**src/rtl/relogio_pkg.sv**
```systemverilog
// Shared constants for the chess-clock controller: FSM state codes,
// player identifiers and the default tick divider.
package relogio_pkg;

    // FSM state codes, also exposed on the estado debug port
    localparam logic [2:0] INICIAL = 3'd0;
    localparam logic [2:0] PREPARA = 3'd1;
    localparam logic [2:0] JOGANDO = 3'd2;
    localparam logic [2:0] PAUSADO = 3'd3;
    localparam logic [2:0] FIM     = 3'd4;

    // Player identifiers as carried on vez and perdedor
    localparam logic BRANCO = 1'b0;
    localparam logic PRETO  = 1'b1;

    // Default clock cycles per time unit and matching counter width
    localparam int DIV_PADRAO = 1000;
    localparam int TW_PADRAO  = 20;

endpackage

```
**src/rtl/controle_relogio_gerador_tick.sv**
```systemverilog
// Tick generator: counts 0..DIV-1 while enabled and flags the wrap cycle.
// limpa forces the count back to zero and suppresses the tick that cycle.
module gerador_tick
    import relogio_pkg::*;
#(
    parameter int DIV = DIV_PADRAO,
    parameter int TW  = TW_PADRAO
) (
    input  logic clock,
    input  logic reset,
    input  logic habilita,
    input  logic limpa,
    output logic tick
);

    localparam logic [TW-1:0] ULTIMO = TW'(DIV - 1);

    logic [TW-1:0] contagem;

    assign tick = habilita && !limpa && (contagem == ULTIMO);

    // Advance the count while enabled, wrapping on the last value; hold otherwise
    always_ff @(posedge clock) begin
        if (reset || limpa) begin
            contagem <= '0;
        end else if (habilita) begin
            contagem <= tick ? '0 : contagem + TW'(1);
        end
    end

endmodule

```
**src/rtl/controle_relogio.sv**
```systemverilog
// Chess-clock game controller. Detects rising edges on iniciar, jogada and
// pausa, sequences the game FSM and drives clear, tick and move-increment
// pulses to the two player time counters.
// Optional macro RELOGIO_INCREMENTO_EN enables the decresce_* move-increment
// pulses; without it those outputs stay constant 0.
module controle_relogio
    import relogio_pkg::*;
#(
    parameter int DIV = DIV_PADRAO,
    parameter int TW  = TW_PADRAO
) (
    input  logic       clock,
    input  logic       reset,
    input  logic       iniciar,
    input  logic       jogada,
    input  logic       pausa,
    input  logic       fim_branco,
    input  logic       fim_preto,
    output logic       zera_branco,
    output logic       zera_preto,
    output logic       conta_branco,
    output logic       conta_preto,
    output logic       decresce_branco,
    output logic       decresce_preto,
    output logic       vez,
    output logic       fim_jogo,
    output logic       perdedor,
    output logic [2:0] estado
);

`ifdef RELOGIO_INCREMENTO_EN
    localparam logic INCREMENTO_EN = 1'b1;
`else
    localparam logic INCREMENTO_EN = 1'b0;
`endif

    logic [2:0] estado_atual;
    logic       vez_atual;
    logic       perdedor_atual;

    logic       iniciar_ant;
    logic       jogada_ant;
    logic       pausa_ant;
    logic       armado;

    logic       iniciar_borda;
    logic       jogada_borda;
    logic       pausa_borda;
    logic       fim_ativo;
    logic       habilita;
    logic       limpa;
    logic       tick;

    // armado stays low for the first cycle after reset so a level that was
    // already high while reset was asserted is absorbed, not seen as an edge
    assign iniciar_borda = armado && iniciar && !iniciar_ant;
    assign jogada_borda  = armado && jogada  && !jogada_ant;
    assign pausa_borda   = armado && pausa   && !pausa_ant;

    assign fim_ativo = (vez_atual == PRETO) ? fim_preto : fim_branco;

    // The counter runs only in an uninterrupted playing cycle; a move or the
    // one-cycle preparation state restarts it from zero
    assign habilita = (estado_atual == JOGANDO) && !iniciar_borda && !fim_ativo;
    assign limpa    = (estado_atual == PREPARA) || (habilita && jogada_borda);

    gerador_tick #(
        .DIV (DIV),
        .TW  (TW)
    ) gerador (
        .clock    (clock),
        .reset    (reset),
        .habilita (habilita),
        .limpa    (limpa),
        .tick     (tick)
    );

    // Remember the previous input levels for rising-edge detection
    always_ff @(posedge clock) begin
        if (reset) begin
            iniciar_ant <= 1'b0;
            jogada_ant  <= 1'b0;
            pausa_ant   <= 1'b0;
            armado      <= 1'b0;
        end else begin
            iniciar_ant <= iniciar;
            jogada_ant  <= jogada;
            pausa_ant   <= pausa;
            armado      <= 1'b1;
        end
    end

    // Game FSM plus the registered one-cycle tick and move pulses
    always_ff @(posedge clock) begin
        if (reset) begin
            estado_atual    <= INICIAL;
            vez_atual       <= BRANCO;
            perdedor_atual  <= BRANCO;
            conta_branco    <= 1'b0;
            conta_preto     <= 1'b0;
            decresce_branco <= 1'b0;
            decresce_preto  <= 1'b0;
        end else begin
            conta_branco    <= 1'b0;
            conta_preto     <= 1'b0;
            decresce_branco <= 1'b0;
            decresce_preto  <= 1'b0;
            if (iniciar_borda) begin
                estado_atual <= PREPARA;
            end else begin
                case (estado_atual)
                    INICIAL, FIM: begin
                        estado_atual <= estado_atual;
                    end
                    PREPARA: begin
                        vez_atual    <= BRANCO;
                        estado_atual <= JOGANDO;
                    end
                    JOGANDO: begin
                        if (fim_ativo) begin
                            estado_atual   <= FIM;
                            perdedor_atual <= vez_atual;
                        end else begin
                            if (jogada_borda) begin
                                decresce_branco <= INCREMENTO_EN && (vez_atual == BRANCO);
                                decresce_preto  <= INCREMENTO_EN && (vez_atual == PRETO);
                                vez_atual       <= ~vez_atual;
                            end else if (tick) begin
                                conta_branco <= (vez_atual == BRANCO);
                                conta_preto  <= (vez_atual == PRETO);
                            end
                            if (pausa_borda) begin
                                estado_atual <= PAUSADO;
                            end
                        end
                    end
                    PAUSADO: begin
                        if (pausa_borda) begin
                            estado_atual <= JOGANDO;
                        end
                    end
                    default: begin
                        estado_atual <= INICIAL;
                    end
                endcase
            end
        end
    end

    assign zera_branco = (estado_atual == PREPARA);
    assign zera_preto  = (estado_atual == PREPARA);
    assign fim_jogo    = (estado_atual == FIM);
    assign vez         = vez_atual;
    assign perdedor    = perdedor_atual;
    assign estado      = estado_atual;

endmodule
```
**config.mk**
```make
export PLATFORM = sky130hd
export DESIGN_NAME = controle_relogio
export DESIGN_NICKNAME = d
export VERILOG_FILES = /design/src/rtl/relogio_pkg.sv /design/src/rtl/controle_relogio_gerador_tick.sv /design/src/rtl/controle_relogio.sv
export SDC_FILE = /design/constraint.sdc
export NUM_CORES = 1
export LEC_CHECK = 0
export BUFFER_PORTS_ARGS = -buffer_cell sky130_fd_sc_hd__clkbuf_2
export CAP_MARGIN = 15
export CORE_ASPECT_RATIO = 1.5
export CORE_MARGIN = 2
export CORE_UTILIZATION = 30
export DETAILED_ROUTE_END_ITERATION = 8
export GPL_ROUTABILITY_DRIVEN = 0
export SKIP_CTS_REPAIR_TIMING = 1
export SLEW_MARGIN = 20
export SYNTH_ARGS = -nofsm -noshare
export SYNTH_HDL_FRONTEND = slang
export SYNTH_SLANG_ARGS = --single-unit
```
**constraint.sdc**
```tcl
create_clock -name clock -period 2.5 [get_ports clock]
set_input_delay 0.125 -clock clock [delete_from_list [all_inputs] [get_ports clock]]
set_output_delay 0.125 -clock clock [all_outputs]
set_load 0.03 [all_outputs]
```
# After elaboration in Yosys (flattened, before gate mapping)

Index checks and enable logic that the tools add are counted.
Widths: inputs -> output; s select.

Output and inout port bits: 12
Register bits after elaboration: 31
Input bits: 7

Reduce and logical (&&, ||, !) cells: 28
Equal/unequal tests: 12
Multiplexer cells: 11
Bitwise gates (word level): 5
Add/sub/neg operators: 1

Operators with widths:

| operator              | number |
|---|---|
| $add 20x1->20 const B | 1 |
| $eq 20x10->1 const B  | 1 |
| $mux 20               | 1 |
| $pmux 3 s4            | 1 |
| $logic_and 1x1->1     | 11 |
| $mux 3                | 3 |
| $reduce_and 3->1      | 3 |
| $ne 2x2->1 const B    | 4 |
| $eq 3x2->1 const B    | 2 |
| $logic_not 1->1       | 6 |
| $ne 3x3->1 const B    | 2 |
| $reduce_or 6->1       | 1 |
| $mux 1                | 5 |
| $not 1->1             | 5 |
| $ne 4x4->1 const B    | 1 |
| $reduce_and 4->1      | 1 |
| $reduce_or 2->1       | 2 |
| $eq 3x1->1 const B    | 1 |
| $eq 3x3->1 const B    | 1 |
| $logic_not 3->1       | 1 |
| $logic_or 1x1->1      | 2 |
| $pmux 1 s2            | 1 |
| $reduce_bool 2->1     | 1 |

# Longest topological paths before layout

Gate-level depths: netlist of run 1.

Depth in word-level cells: 12
Gate-level depth with buffers: 8

# Cells and area by module

A second synthesis of run 1 with hierarchy kept.

Cell total of the unflattened synthesis: 164
Area total of the unflattened synthesis: 1483.9 um2

By module, submodules not included:

| module           | area an instance (um2) | cells each | times used |
|---|---|---|---|
| gerador_tick     | 978.4                  | 111        | 1 |
| controle_relogio | 505.5                  | 53         | 1 |

# Worst setup path before layout of run 1

Ideal clock, no wire load.

Kind: register to register
Start point: register estado_atual[0], in the netlist estado[0]
End point: register gerador.contagem[11]
Buffers on the path: 1
Setup slack: 0.078 ns
Setup time: 0.129 ns
Stages on the path, launching flop included: 7
Data arrival time: 2.293 ns
Clock period less this slack: 2.422 ns
Path through: dfxtp_1 > clkbuf_1 > nor3b_1 > nor2_1 > o21a_1 > o21ai_0 > nor2_1

Elaborated cells between the ends (all ways): 11

RTL lines:

| element                         | RTL line                            | RTL |
|---|---|---|
| start: declaration              | controle_relogio.sv:37              | `logic [2:0] estado_atual;` |
| start signal: assignment        | controle_relogio.sv:113             | `estado_atual <= estado_atual;` |
| $eq 3x1->1 (*)                  | n/a                                 |  |
| net zera_branco                 | controle_relogio.sv:19              | `output logic zera_branco,` |
| $logic_or 1x1->1 (*)            | controle_relogio.sv:65              | `assign limpa = (estado_atual == PREPARA) \|\| (habilita && jogada_borda);` |
| $logic_not 1->1                 | controle_relogio_gerador_tick.sv:20 | `assign tick = habilita && !limpa && (contagem == ULTIMO);` |
| $logic_and 1x1->1 (2 in series) | controle_relogio_gerador_tick.sv:20 |  |
| $mux 20                         | controle_relogio_gerador_tick.sv:27 | `contagem <= tick ? '0 : contagem + TW'(1);` |
| end signal: assignment          | controle_relogio_gerador_tick.sv:27 |  |
| end: declaration                | controle_relogio_gerador_tick.sv:18 | `logic [TW-1:0] contagem;` |

Mark *: on every way through the listed nets, which the timed path passes. The rest lies on a longest branch.
A chain may end at the register's enable or synchronous reset.

# Final worst setup path of run 1

Start point: register vez_atual, in the netlist vez
End point: register gerador.contagem[8]

Longest elaborated chain between the ends: 9
Elaborated cells between the ends (all ways): 10

Ends and longest elaborated chain:

| element                         | RTL line                            | RTL |
|---|---|---|
| start: declaration              | controle_relogio.sv:38              | `logic vez_atual;` |
| start signal: assignment        | controle_relogio.sv:127             | `vez_atual <= ~vez_atual;` |
| $mux 1 (*)                      | controle_relogio.sv:60              | `assign fim_ativo = (vez_atual == PRETO) ? fim_preto : fim_branco;` |
| $logic_not 1->1 (*)             | controle_relogio.sv:64              | `assign habilita = (estado_atual == JOGANDO) && !iniciar_borda && !fim_ativo;` |
| $logic_and 1x1->1 (*)           | controle_relogio.sv:64              |  |
| $logic_and 1x1->1               | controle_relogio.sv:65              |  |
| $logic_or 1x1->1                | controle_relogio.sv:65              |  |
| $logic_not 1->1                 | controle_relogio_gerador_tick.sv:20 |  |
| $logic_and 1x1->1 (2 in series) | controle_relogio_gerador_tick.sv:20 |  |
| $mux 20                         | controle_relogio_gerador_tick.sv:27 |  |

Every way passes the cells marked *; elsewhere a longest branch is shown, timed or not.

==> metrics.txt, run 1 <==
status completed; crit end category flop; Clk Latency, worst-skew pair 0.28 ns; CP max FO 23; Final Critical Period 2.27 ns; Primary FF master, synth dfxtp_1; Clock power frac 41.5%; final cell count without fillers 267; CP delay by family, top simple AND/OR/NAND/NOR gates; Slowest-stage cell, CP or4_4; Routed WL 3.22 mm; CTS tree yes; area grow syn2layout 15.4%; largest net degree at the start of global routing 24; Via density 4.98; Critical Path Max Stage Delay 0.67 ns; sw frac 23.6%; DRT antenna net count 0; worst ir drop on vdd 0.000422 V; unique cell type count in the Yosys netlist 47; CTS Buffer Depth 2; row count 32; Remaining Overflow, GRT 0; n_diodes 0; crit start category flop; Setup Skew 0.00648 ns; Crit Path Category reg -> reg; Post-Synthesis Cells 179; crit path cell chain mux2_4 > or4_4 > or4_1 > a31oi_1; f_max 0.441 GHz; Num Clock Sinks 31; die area 5740 sq um; core footprint 5040 sq um; CTS root buffer clkbuf_8; Setup TNS 0 ns; fin. max-slew vios 0; drt pass-1 iters 6; Arrival @ worst endpoint 2.48 ns; sequential standard cell area 621 sq um; die width 62.5 microns; final setup violation count 0; Initial Util 30.6%; Leakage 0.621 nW; DR WL/cell 12.0 microns; critical path required time 2.72 ns; Seq/Total Area, Yosys 40.3%; area of the multi-input gates 861 sq um; unrepaired setup endpoints after global routing no; ys async rst share 0%; H-tree depth 2; # fillers 571; die extent in y 91.8 microns; # port buffers 16; routed via count 1,329; Final Hold Fails 0; mean post-synth cell area 8.61 sq um; fin nets 207; number of synthesized flops with an enable pin 0; first-pass GRT wire length 5.71 mm; Comb pwr share 6.1%; Placed Instances 260; switching pwr 0.226 mW; initial DRC count 20; antenna violations before repair 0; Max-Cap Viols 0; num ports 19; cell area after synthesis 1540 sq um; CTS clock-pin slew for the worst setup and hold paths 0.07 ns; Total GRT Usage 12.7%; pwr dens 540 nW/um^2; flops & latches, synth 31; vias in the first global route 1,329; Reg power frac 52.4%; HPWL after detailed placement 2.38 mm; TritonCTS buffer count 5; DR DRC count 0; Pint 0.735 mW; YS warnings 0; Tcrit/Tclk final 90.7%; fraction of layout cells with a size suffix above 1 18.1%; WP buf/inv 0; worst hold path class in -> reg
[metrics by stage]
| step | utilization (%) | power (mW) | area (sq um) | hold WS, ns | setup slack [ns] |
|---|---|---|---|---|---|
| after floorplan | - | 0.558 | 1550 | 0.253 | 0.0780 |
| after global placement | 33.5 | 0.574 | 1690 | 0.358 | 0.283 |
| final | 35.3 | 0.961 | 1780 | 0.0795 | 0.233 |
| after CTS | 35.3 | 0.980 | 1780 | 0.0724 | 0.217 |
| after global routing | 35.3 | 1.01 | 1780 | 0.0863 | 0.0729 |
| after detailed placement | 33.5 | 0.574 | 1690 | 0.362 | 0.220 |
[flip-flops by register name (all words and copies together) (netlist names)]
| register | count |
|---|---|
| pausa_ant | 1 |
| estado | 3 |
| vez | 1 |
| perdedor | 1 |
| armado | 1 |
| gerador.contagem | 20 |
| conta_branco | 1 |
| conta_preto | 1 |
| jogada_ant | 1 |
| iniciar_ant | 1 |
[path summary, 6_finish.rpt]
check	slack, ns	to	depth (start not counted)	from
max reg2reg	0.23	gerador.contagem[8]$_SDFFE_PP0P_	4	vez$_SDFFE_PP0P_
min	0.08	pausa_ant$_SDFF_PP0_	2	pausa
max	0.23	gerador.contagem[8]$_SDFFE_PP0P_	4	vez$_SDFFE_PP0P_
min reg2reg	0.51	gerador.contagem[9]$_SDFFE_PP0P_	2	gerador.contagem[9]$_SDFFE_PP0P_
[worst reg2reg max path, cell delays in order, from the launching register on]
cell and delay, ns:
dfxtp_1 0.46, mux2_4 0.37, or4_4 0.67, or4_1 0.54, a31oi_1 0.16
[routing by layer]
layer | share of wire (%) | GRT usage [%] | vias up | wire [microns]
met5 | 0 | 0 | - | 0
met4 | 3.3 | 9.44 | 0 | 107
met3 | 2.7 | 1.84 | 6 | 87
met2 | 53 | 23.7 | 23 | 1700
met1 | 41 | 12.4 | 607 | 1320
li1 | - | - | 693 | -
[area by class of cell]
type	count	share of cell area [%]
multi-input combinational	137	48.4
sequential	31	34.9
timing repair buffer	20	6.19
tap	68	4.78
clock buffer	6	4.64
inverter	4	0.844
clock inverter	1	0.281
[synth_stat cells (2+ instances only)]
library cell	count	area share (%)
a21oi_1	7	2.3
a31oi_1	5	2.0
and3_1	3	1.2
buf_4	3	1.5
clkbuf_1	3	0.73
dfxtp_1	31	40
inv_1	4	0.97
mux2i_1	5	3.2
nand2_1	16	3.9
nand2b_1	2	0.81
nand3_1	10	3.2
nand3b_1	6	2.9
nand4_1	8	3.2
nor2_1	18	4.4
nor2b_1	3	1.2
nor3_1	3	0.97
nor3_2	3	1.9
nor3b_1	2	0.97
nor4_1	4	1.6
o211ai_1	2	0.97
o21ai_0	4	1.3
o31ai_1	2	0.97
or3_1	4	1.6
or4_1	4	1.9
xnor2_1	4	2.3
xor2_1	2	1.1
[cell families (layout without fill, tap and decap cells)]
kind of cell | count (synthesis) | in the layout | synth area share (%)
compound gates | 28 | 28 | 11.7
other cells | 1 | 2 | 0.243
xor+xnor | 6 | 6 | 3.41
mux | 6 | 6 | 4.22
fa+ha+maj | 1 | 1 | 0.812
flops | 31 | 31 | 40.3
simple gates | 94 | 94 | 35.2
buf+inv | 12 | 31 | 4.14
[cell usage in the layout (no fill, tap or decap), types with 4 or more instances in the layout]
master	count
a21oi_1	7
a31oi_1	5
buf_4	4
clkbuf_2	16
clkbuf_8	6
dfxtp_1	31
inv_1	4
mux2i_1	5
nand2_1	16
nand3_1	10
nand3b_1	6
nand4_1	8
nor2_1	18
nor4_1	4
o21ai_0	4
or3_1	4
or4_1	4
xnor2_1	4
[power groups by stage]
stage | sequential, mW | clock [mW] | combinational, mW
floorplan | 0.517 | 0 | 0.0411
global placement | 0.515 | 0 | 0.0596
detailed placement | 0.515 | 0 | 0.0595
CTS | 0.503 | 0.417 | 0.0599
global route | 0.504 | 0.436 | 0.0648
finish | 0.504 | 0.399 | 0.0588
Power figures use the tool's default switching activity.
==> run 2: changes to the inputs <==
--- a/config.mk
+++ b/config.mk
@@ -5,11 +5,13 @@
 export SDC_FILE = /design/constraint.sdc
 export NUM_CORES = 1
 export LEC_CHECK = 0
+export ABC_CLOCK_PERIOD_IN_PS = 2500
 export BUFFER_PORTS_ARGS = -buffer_cell sky130_fd_sc_hd__clkbuf_2
 export CAP_MARGIN = 15
 export CORE_ASPECT_RATIO = 1.5
 export CORE_MARGIN = 2
 export CORE_UTILIZATION = 30
+export CTS_BUF_LIST = sky130_fd_sc_hd__clkbuf_16
 export DETAILED_ROUTE_END_ITERATION = 8
 export GPL_ROUTABILITY_DRIVEN = 0
 export SKIP_CTS_REPAIR_TIMING = 1
==> metrics.txt, run 2 (same netlist as run 1, synthesis figures left out) <==
Placed Instances 260 (unchanged); FF-to-FF End gerador.contagem[8]$_SDFFE_PP0P_ (unchanged); area grow syn2layout 18.4% (was 15.4%); fin. max-slew vios 0 (unchanged); die width 62.5 microns (unchanged); fraction of layout cells with a size suffix above 1 17.6% (was 18.1%); worst reg-to-reg setup slack 0.24 ns (was 0.23 ns); Reg-to-Reg Start vez$_SDFFE_PP0P_ (unchanged); CP delay by family, top simple AND/OR/NAND/NOR gates (unchanged); routed wl met3 106 microns (was 87 microns); Setup Skew 0.00513 ns (was 0.00648 ns); WP buf/inv 0 (unchanged); Tcrit/Tclk final 90.6% (was 90.7%); pre-CTS setup slack 0.220 ns (unchanged); Total GRT Usage 12.8% (was 12.7%); Final Hold Fails 0 (unchanged); worst hold path class in -> reg (unchanged); crit path cell chain mux2_4 > or4_4 > or4_1 > a31oi_1 (unchanged); uppermost layer routed met4 (unchanged); Remaining Overflow, GRT 0 (unchanged); CP max FO 23 (unchanged); Setup TNS 0 ns (unchanged); most common cell after layout, fill and taps aside dfxtp_1 (unchanged); TritonCTS buffer count 5 (unchanged); vias in the first global route 1,317 (was 1,329); status completed (unchanged); Post-DP Area 1690 sq um (unchanged); Slowest-stage cell, CP or4_4 (unchanged); largest register by flop count gerador.contagem (unchanged); HPWL after detailed placement 2.38 mm (unchanged); worst ir drop on vdd 0.000358 V (was 0.000422 V); # fillers 566 (was 571); die extent in y 91.8 microns (unchanged); Num Clock Sinks 31 (unchanged); CTS root buffer clkbuf_16 (was clkbuf_8); Arrival @ worst endpoint 2.47 ns (was 2.48 ns); fin nets 207 (unchanged); row count 32 (unchanged); crit end category flop (unchanged); final cell count without fillers 267 (unchanged); pwr dens 615 nW/um^2 (was 540 nW/um^2); critical path required time 2.70 ns (was 2.72 ns); Clk Latency, worst-skew pair 0.27 ns (was 0.28 ns); Final Critical Period 2.26 ns (was 2.27 ns); CTS Buffer Depth 2 (unchanged); Pwr Total 1.12 mW (was 0.961 mW); final core occ 36.2% (was 35.3%); Via density 5.04 (was 4.98); unrepaired setup endpoints after global routing no (unchanged); initial DRC count 19 (was 20); core footprint 5040 sq um (unchanged); worst reg2reg path depth 4 (unchanged); DR WL/cell 12.3 microns (was 12.0 microns); Leakage 0.641 nW (was 0.621 nW); Initial Util 30.6% (unchanged); CTS tree yes (unchanged); Max-Cap Viols 0 (unchanged); antenna violations before repair 0 (unchanged); Hold Slack 0.0870 ns (was 0.0795 ns); crit start category flop (unchanged); num ports 19 (unchanged); # port buffers 16 (unchanged); met2 wire len 1.77 mm (was 1.70 mm); final setup violation count 0 (unchanged); min-delay src jogada (was pausa); Hold EP jogada_ant$_SDFF_PP0_ (was pausa_ant$_SDFF_PP0_); post-route cell area 1830 sq um (was 1780 sq um); sequential standard cell area 621 sq um (unchanged); DR DRC count 0 (unchanged); drt pass-1 iters 5 (was 6); Routed WL 3.28 mm (was 3.22 mm); Crit Path Category reg -> reg (unchanged); Worst Hold Path Cells 2 (unchanged); commonest cells after routing, fill and taps aside dfxtp_1 (31), nor2_1 (18), nand2_1 (16), clkbuf_2 (16), nand3_1 (10) (unchanged); max reg flops 20 (unchanged); n_diodes 0 (unchanged); area of the multi-input gates 861 sq um (unchanged); DRT antenna net count 0 (unchanged); first-pass GRT wire length 5.75 mm (was 5.71 mm); routed via count 1,345 (was 1,329); CTS clock-pin slew for the worst setup and hold paths 0.05 ns (was 0.07 ns); H-tree depth 2 (unchanged); f_max 0.442 GHz (was 0.441 GHz); die area 5740 sq um (unchanged); Final WS setup 0.235 ns (was 0.233 ns); largest net degree at the start of global routing 24 (unchanged); Critical Path Max Stage Delay 0.67 ns (about the same); Metal-1 WL 1.32 mm (unchanged)
-- run 2: layout make-up --
cell class,count,share of cell area (%)
Multi-Input combinational cell,137,47.2
Sequential cell,31,34.0
Clock buffer,5,6.85
Timing Repair Buffer,20,6.03
Tap cell,68,4.66
Inverter,4,0.822
Clock inverter,2,0.480
-- run 2: worst max path at each step --
stage / start / end / slack, ns / cells past startpoint
floorplan: estado[0]$_SDFFE_PP0P_ / gerador.contagem[11]$_SDFFE_PP0P_ / 0.08 / 6
global placement: vez$_SDFFE_PP0P_ / gerador.contagem[8]$_SDFFE_PP0P_ / 0.28 / 4
detailed placement: vez$_SDFFE_PP0P_ / gerador.contagem[8]$_SDFFE_PP0P_ / 0.22 / 4
CTS: vez$_SDFFE_PP0P_ / gerador.contagem[8]$_SDFFE_PP0P_ / 0.22 / 4
global route: vez$_SDFFE_PP0P_ / gerador.contagem[19]$_SDFFE_PP0P_ / 0.09 / 5
finish: vez$_SDFFE_PP0P_ / gerador.contagem[8]$_SDFFE_PP0P_ / 0.24 / 4
-- run 2: metal layers --
layer  global-route usage (%)  vias to the layer above
met3                     2.94                        4
met4                     7.78                        0
met1                     12.3                      621
met5                        0                        -
li1                         -                      697
met2                     24.3                       23
-- run 2: power breakdown --
part / leakage [nW] / switching (mW) / internal [mW]
registers: 0.251 / 0.00407 / 0.501
logic: 0.323 / 0.0393 / 0.0196
clock network: 0.0671 / 0.203 / 0.357
total: 0.641 / 0.246 / 0.877
==> run 3: changes to the inputs <==
--- a/config.mk
+++ b/config.mk
@@ -9,13 +9,14 @@
 export BUFFER_PORTS_ARGS = -buffer_cell sky130_fd_sc_hd__clkbuf_2
 export CAP_MARGIN = 15
 export CORE_ASPECT_RATIO = 1.5
-export CORE_MARGIN = 2
 export CORE_UTILIZATION = 30
 export CTS_BUF_LIST = sky130_fd_sc_hd__clkbuf_16
 export DETAILED_ROUTE_END_ITERATION = 8
 export GPL_ROUTABILITY_DRIVEN = 0
+export SETUP_SLACK_MARGIN = 0.02
 export SKIP_CTS_REPAIR_TIMING = 1
 export SLEW_MARGIN = 20
 export SYNTH_ARGS = -nofsm -noshare
 export SYNTH_HDL_FRONTEND = slang
+export SYNTH_HIERARCHICAL = 1
 export SYNTH_SLANG_ARGS = --single-unit
==> metrics.txt, run 3 <==
vias in the first global route 1,114 (was 1,317); Pint 0.876 mW (was 0.877 mW); fin. max-slew vios 0 (unchanged); unique cell type count in the Yosys netlist 41 (was 47); Hold EP iniciar_ant$_SDFF_PP0_ (was jogada_ant$_SDFF_PP0_); main combinational cell family by area after synthesis simple AND/OR/NAND/NOR gates (unchanged); critical path required time 2.70 ns (about the same); Setup TNS 0 ns (unchanged); first-pass GRT wire length 4.95 mm (was 5.75 mm); pre-CTS setup slack 0.110 ns (was 0.220 ns); Final Critical Period 2.31 ns (was 2.26 ns); Post-Synthesis Cells 164 (was 179); die area 5240 sq um (was 5740 sq um); Placed Instances 249 (was 260); Routed WL 2.92 mm (was 3.28 mm); crit path cell chain mux2_4 > nand2b_4 > nand2b_4 > inv_2 > nand4_4 > or4_4 > or3_1 > a21oi_1 (was mux2_4 > or4_4 > or4_1 > a31oi_1); CTS clock-pin slew for the worst setup and hold paths 0.05 ns (about the same); Setup Skew 0.00197 ns (was 0.00513 ns); commonest cells after routing, fill and taps aside dfxtp_1 (29), nor2_1 (19), clkbuf_2 (16), nand2_1 (13), a21oi_1 (10) (was dfxtp_1 (31), nor2_1 (18), nand2_1 (16), clkbuf_2 (16), nand3_1 (10)); Slowest-stage cell, CP or4_4 (unchanged); Worst Hold Path Cells 2 (unchanged); Adder-Cell Fraction of Synth Area 0.843% (was 0.812%); FF-to-FF End gerador/contagem[19]$_SDFFE_PP0P_ (was gerador.contagem[8]$_SDFFE_PP0P_); crit start category flop (unchanged); DR WL/cell 11.4 microns (was 12.3 microns); Crit path top cell by count nand2b_4; HPWL after detailed placement 2.17 mm (was 2.38 mm); die extent in y 88.1 microns (was 91.8 microns); number of synthesized flops with an enable pin 0 (unchanged); f_max 0.434 GHz (was 0.442 GHz); mux share of post-synthesis cell area 3.37% (was 4.22%); Reg power frac 45.5% (was 45.0%); CTS root buffer clkbuf_16 (unchanged); initial DRC count 28 (was 19); # fillers 522 (was 566); most common cell in the synthesized netlist dfxtp_1 (unchanged); Synth Area in Simple Gates 32.8% (was 35.2%); largest cells by area after synthesis dfxtp_1 (42%), nor2_1 (4.8%), xnor2_1 (4.1%) (was dfxtp_1 (40%), nor2_1 (4.4%), nand2_1 (3.9%)); largest register by flop count gerador/contagem (was gerador.contagem); final core occ 37.9% (was 36.2%); worst reg2reg path depth 8 (was 4); crit end category flop (unchanged); pwr dens 606 nW/um^2 (was 615 nW/um^2); min-delay src iniciar (was jogada); Levels on crit path 8 (was 4); flops & latches, synth 31 (unchanged); Synth Area in Compound Gates 10.5% (was 11.7%); core footprint 4810 sq um (was 5040 sq um); CTS Buffer Depth 2 (unchanged); Max-Cap Viols 0 (unchanged); num ports 19 (unchanged); # port buffers 16 (unchanged); final setup violation count 0 (unchanged); most common cell after layout, fill and taps aside dfxtp_1 (unchanged); antenna violations before repair 0 (unchanged); Comb pwr share 5.4% (was 5.2%); sw frac 20.7% (was 21.9%); row count 31 (was 32); worst ir drop on vdd 0.000199 V (was 0.000358 V); Reg-to-Reg Start vez$_SDFFE_PP0P_ (unchanged); status completed (unchanged); ys async rst share 0% (unchanged); mean post-synth cell area 9.05 sq um (was 8.61 sq um); switching pwr 0.229 mW (was 0.246 mW); WP buf/inv 1 (was 0); top cells by count, synth dfxtp_1 (31), nor2_1 (19), nand2_1 (13), a21oi_1 (10) (was dfxtp_1 (31), nor2_1 (18), nand2_1 (16), nand3_1 (10), nand4_1 (8)); Seq/Total Area, Yosys 41.8% (was 40.3%); Clock power frac 49.1% (was 49.8%); Critical Path Max Stage Delay 0.54 ns (was 0.67 ns); xor/xnor share of the synthesized area 6.49% (was 3.41%); fin nets 199 (was 207); Final WS setup 0.193 ns (was 0.235 ns); Post-DP Area 1680 sq um (was 1690 sq um); drt pass-1 iters 6 (was 5); post-route cell area 1820 sq um (was 1830 sq um); Num Clock Sinks 31 (unchanged); YS warnings 6 (was 0); Total GRT Usage 12.9% (was 12.8%); fraction of layout cells with a size suffix above 1 25.1% (was 17.6%); Synth area leader dfxtp_1 (unchanged); TritonCTS buffer count 5 (unchanged); unrepaired setup endpoints after global routing no (unchanged); H-tree depth 2 (unchanged); Crit Path Category reg -> reg (unchanged); die width 59.4 microns (was 62.5 microns); Clk Latency, worst-skew pair 0.27 ns (about the same); largest net degree at the start of global routing 12 (was 24); area grow syn2layout 22.9% (was 18.4%); n_diodes 0 (unchanged); Primary FF master, synth dfxtp_1 (unchanged); worst hold path class in -> reg (unchanged); Via density 4.79 (was 5.04); CTS tree yes (unchanged); max reg flops 20 (unchanged); Leakage 0.680 nW (was 0.641 nW); final cell count without fillers 257 (was 267); DRT antenna net count 0 (unchanged); cell area after synthesis 1480 sq um (was 1540 sq um); DR DRC count 0 (unchanged); Remaining Overflow, GRT 0 (unchanged); top-area cell type share of the netlist area 41.8% (was 40.3%); Tcrit/Tclk final 92.3% (was 90.6%); CP max FO 7 (was 23); Final Hold Fails 0 (unchanged); Arrival @ worst endpoint 2.51 ns (was 2.47 ns); Initial Util 30.9% (was 30.6%); routed via count 1,232 (was 1,345); CP delay by family, top simple AND/OR/NAND/NOR gates (unchanged); worst reg-to-reg setup slack 0.19 ns (was 0.24 ns)
==> run 3: worst max path at each step <==
stage | from | end | slack (ns)
after global placement | vez$_SDFFE_PP0P_ | gerador/contagem[19]$_SDFFE_PP0P_ | 0.15
after detailed placement | vez$_SDFFE_PP0P_ | gerador/contagem[19]$_SDFFE_PP0P_ | 0.11
after floorplan | vez$_SDFFE_PP0P_ | gerador/contagem[19]$_SDFFE_PP0P_ | 0.06
after CTS | vez$_SDFFE_PP0P_ | gerador/contagem[19]$_SDFFE_PP0P_ | 0.09
final | vez$_SDFFE_PP0P_ | gerador/contagem[19]$_SDFFE_PP0P_ | 0.19
after global routing | vez$_SDFFE_PP0P_ | gerador/contagem[19]$_SDFFE_PP0P_ | 0.05
==> run 3: kinds of logic after synthesis <==
kind of cell               after synthesis
AOI/OAI and AO/OA                       23
xor gates and xnor gates                11
adders and majority gates                1
buffers and inverters                   12
DFF                                     31
muxes                                    4
other                                    1
and+or+nand+nor                         81
==> run 3: layout make-up <==
type / count / area, sq um / area share [%]
multi-input cells: 122 / 816 / 44.7
flip-flops and latches: 31 / 626 / 34.3
repair buffers: 24 / 140 / 7.69
clock buffers: 5 / 125 / 6.86
well taps: 66 / 82.6 / 4.53
inverters: 7 / 26.3 / 1.44
clock inverters: 2 / 7.51 / 0.412
==> run 3: routing by layer <==
metal	track usage (%)	part of all wire, %
met1	14.0	43
met2	21.3	51
met3	3.55	2.1
met4	9.09	3.2
met5	0	0
==> run 3: power groups by stage <==
stage          Clock, mW  Sequential (mW)  Combinational, mW
4_1_cts            0.560            0.503             0.0589
3_3_place_gp           0            0.512             0.0589
5_1_grt            0.586            0.502             0.0651
3_5_place_dp           0            0.512             0.0588
6_report           0.542            0.503             0.0595
2_1_floorplan          0            0.515             0.0381
==> run 3: metrics by stage <==
step,total power [mW],hold slack (ns)
final,1.10,0.0907
after global routing,1.15,0.103
after CTS,1.12,0.0852
after detailed placement,0.571,0.363
after global placement,0.571,0.360
after floorplan,0.554,0.197
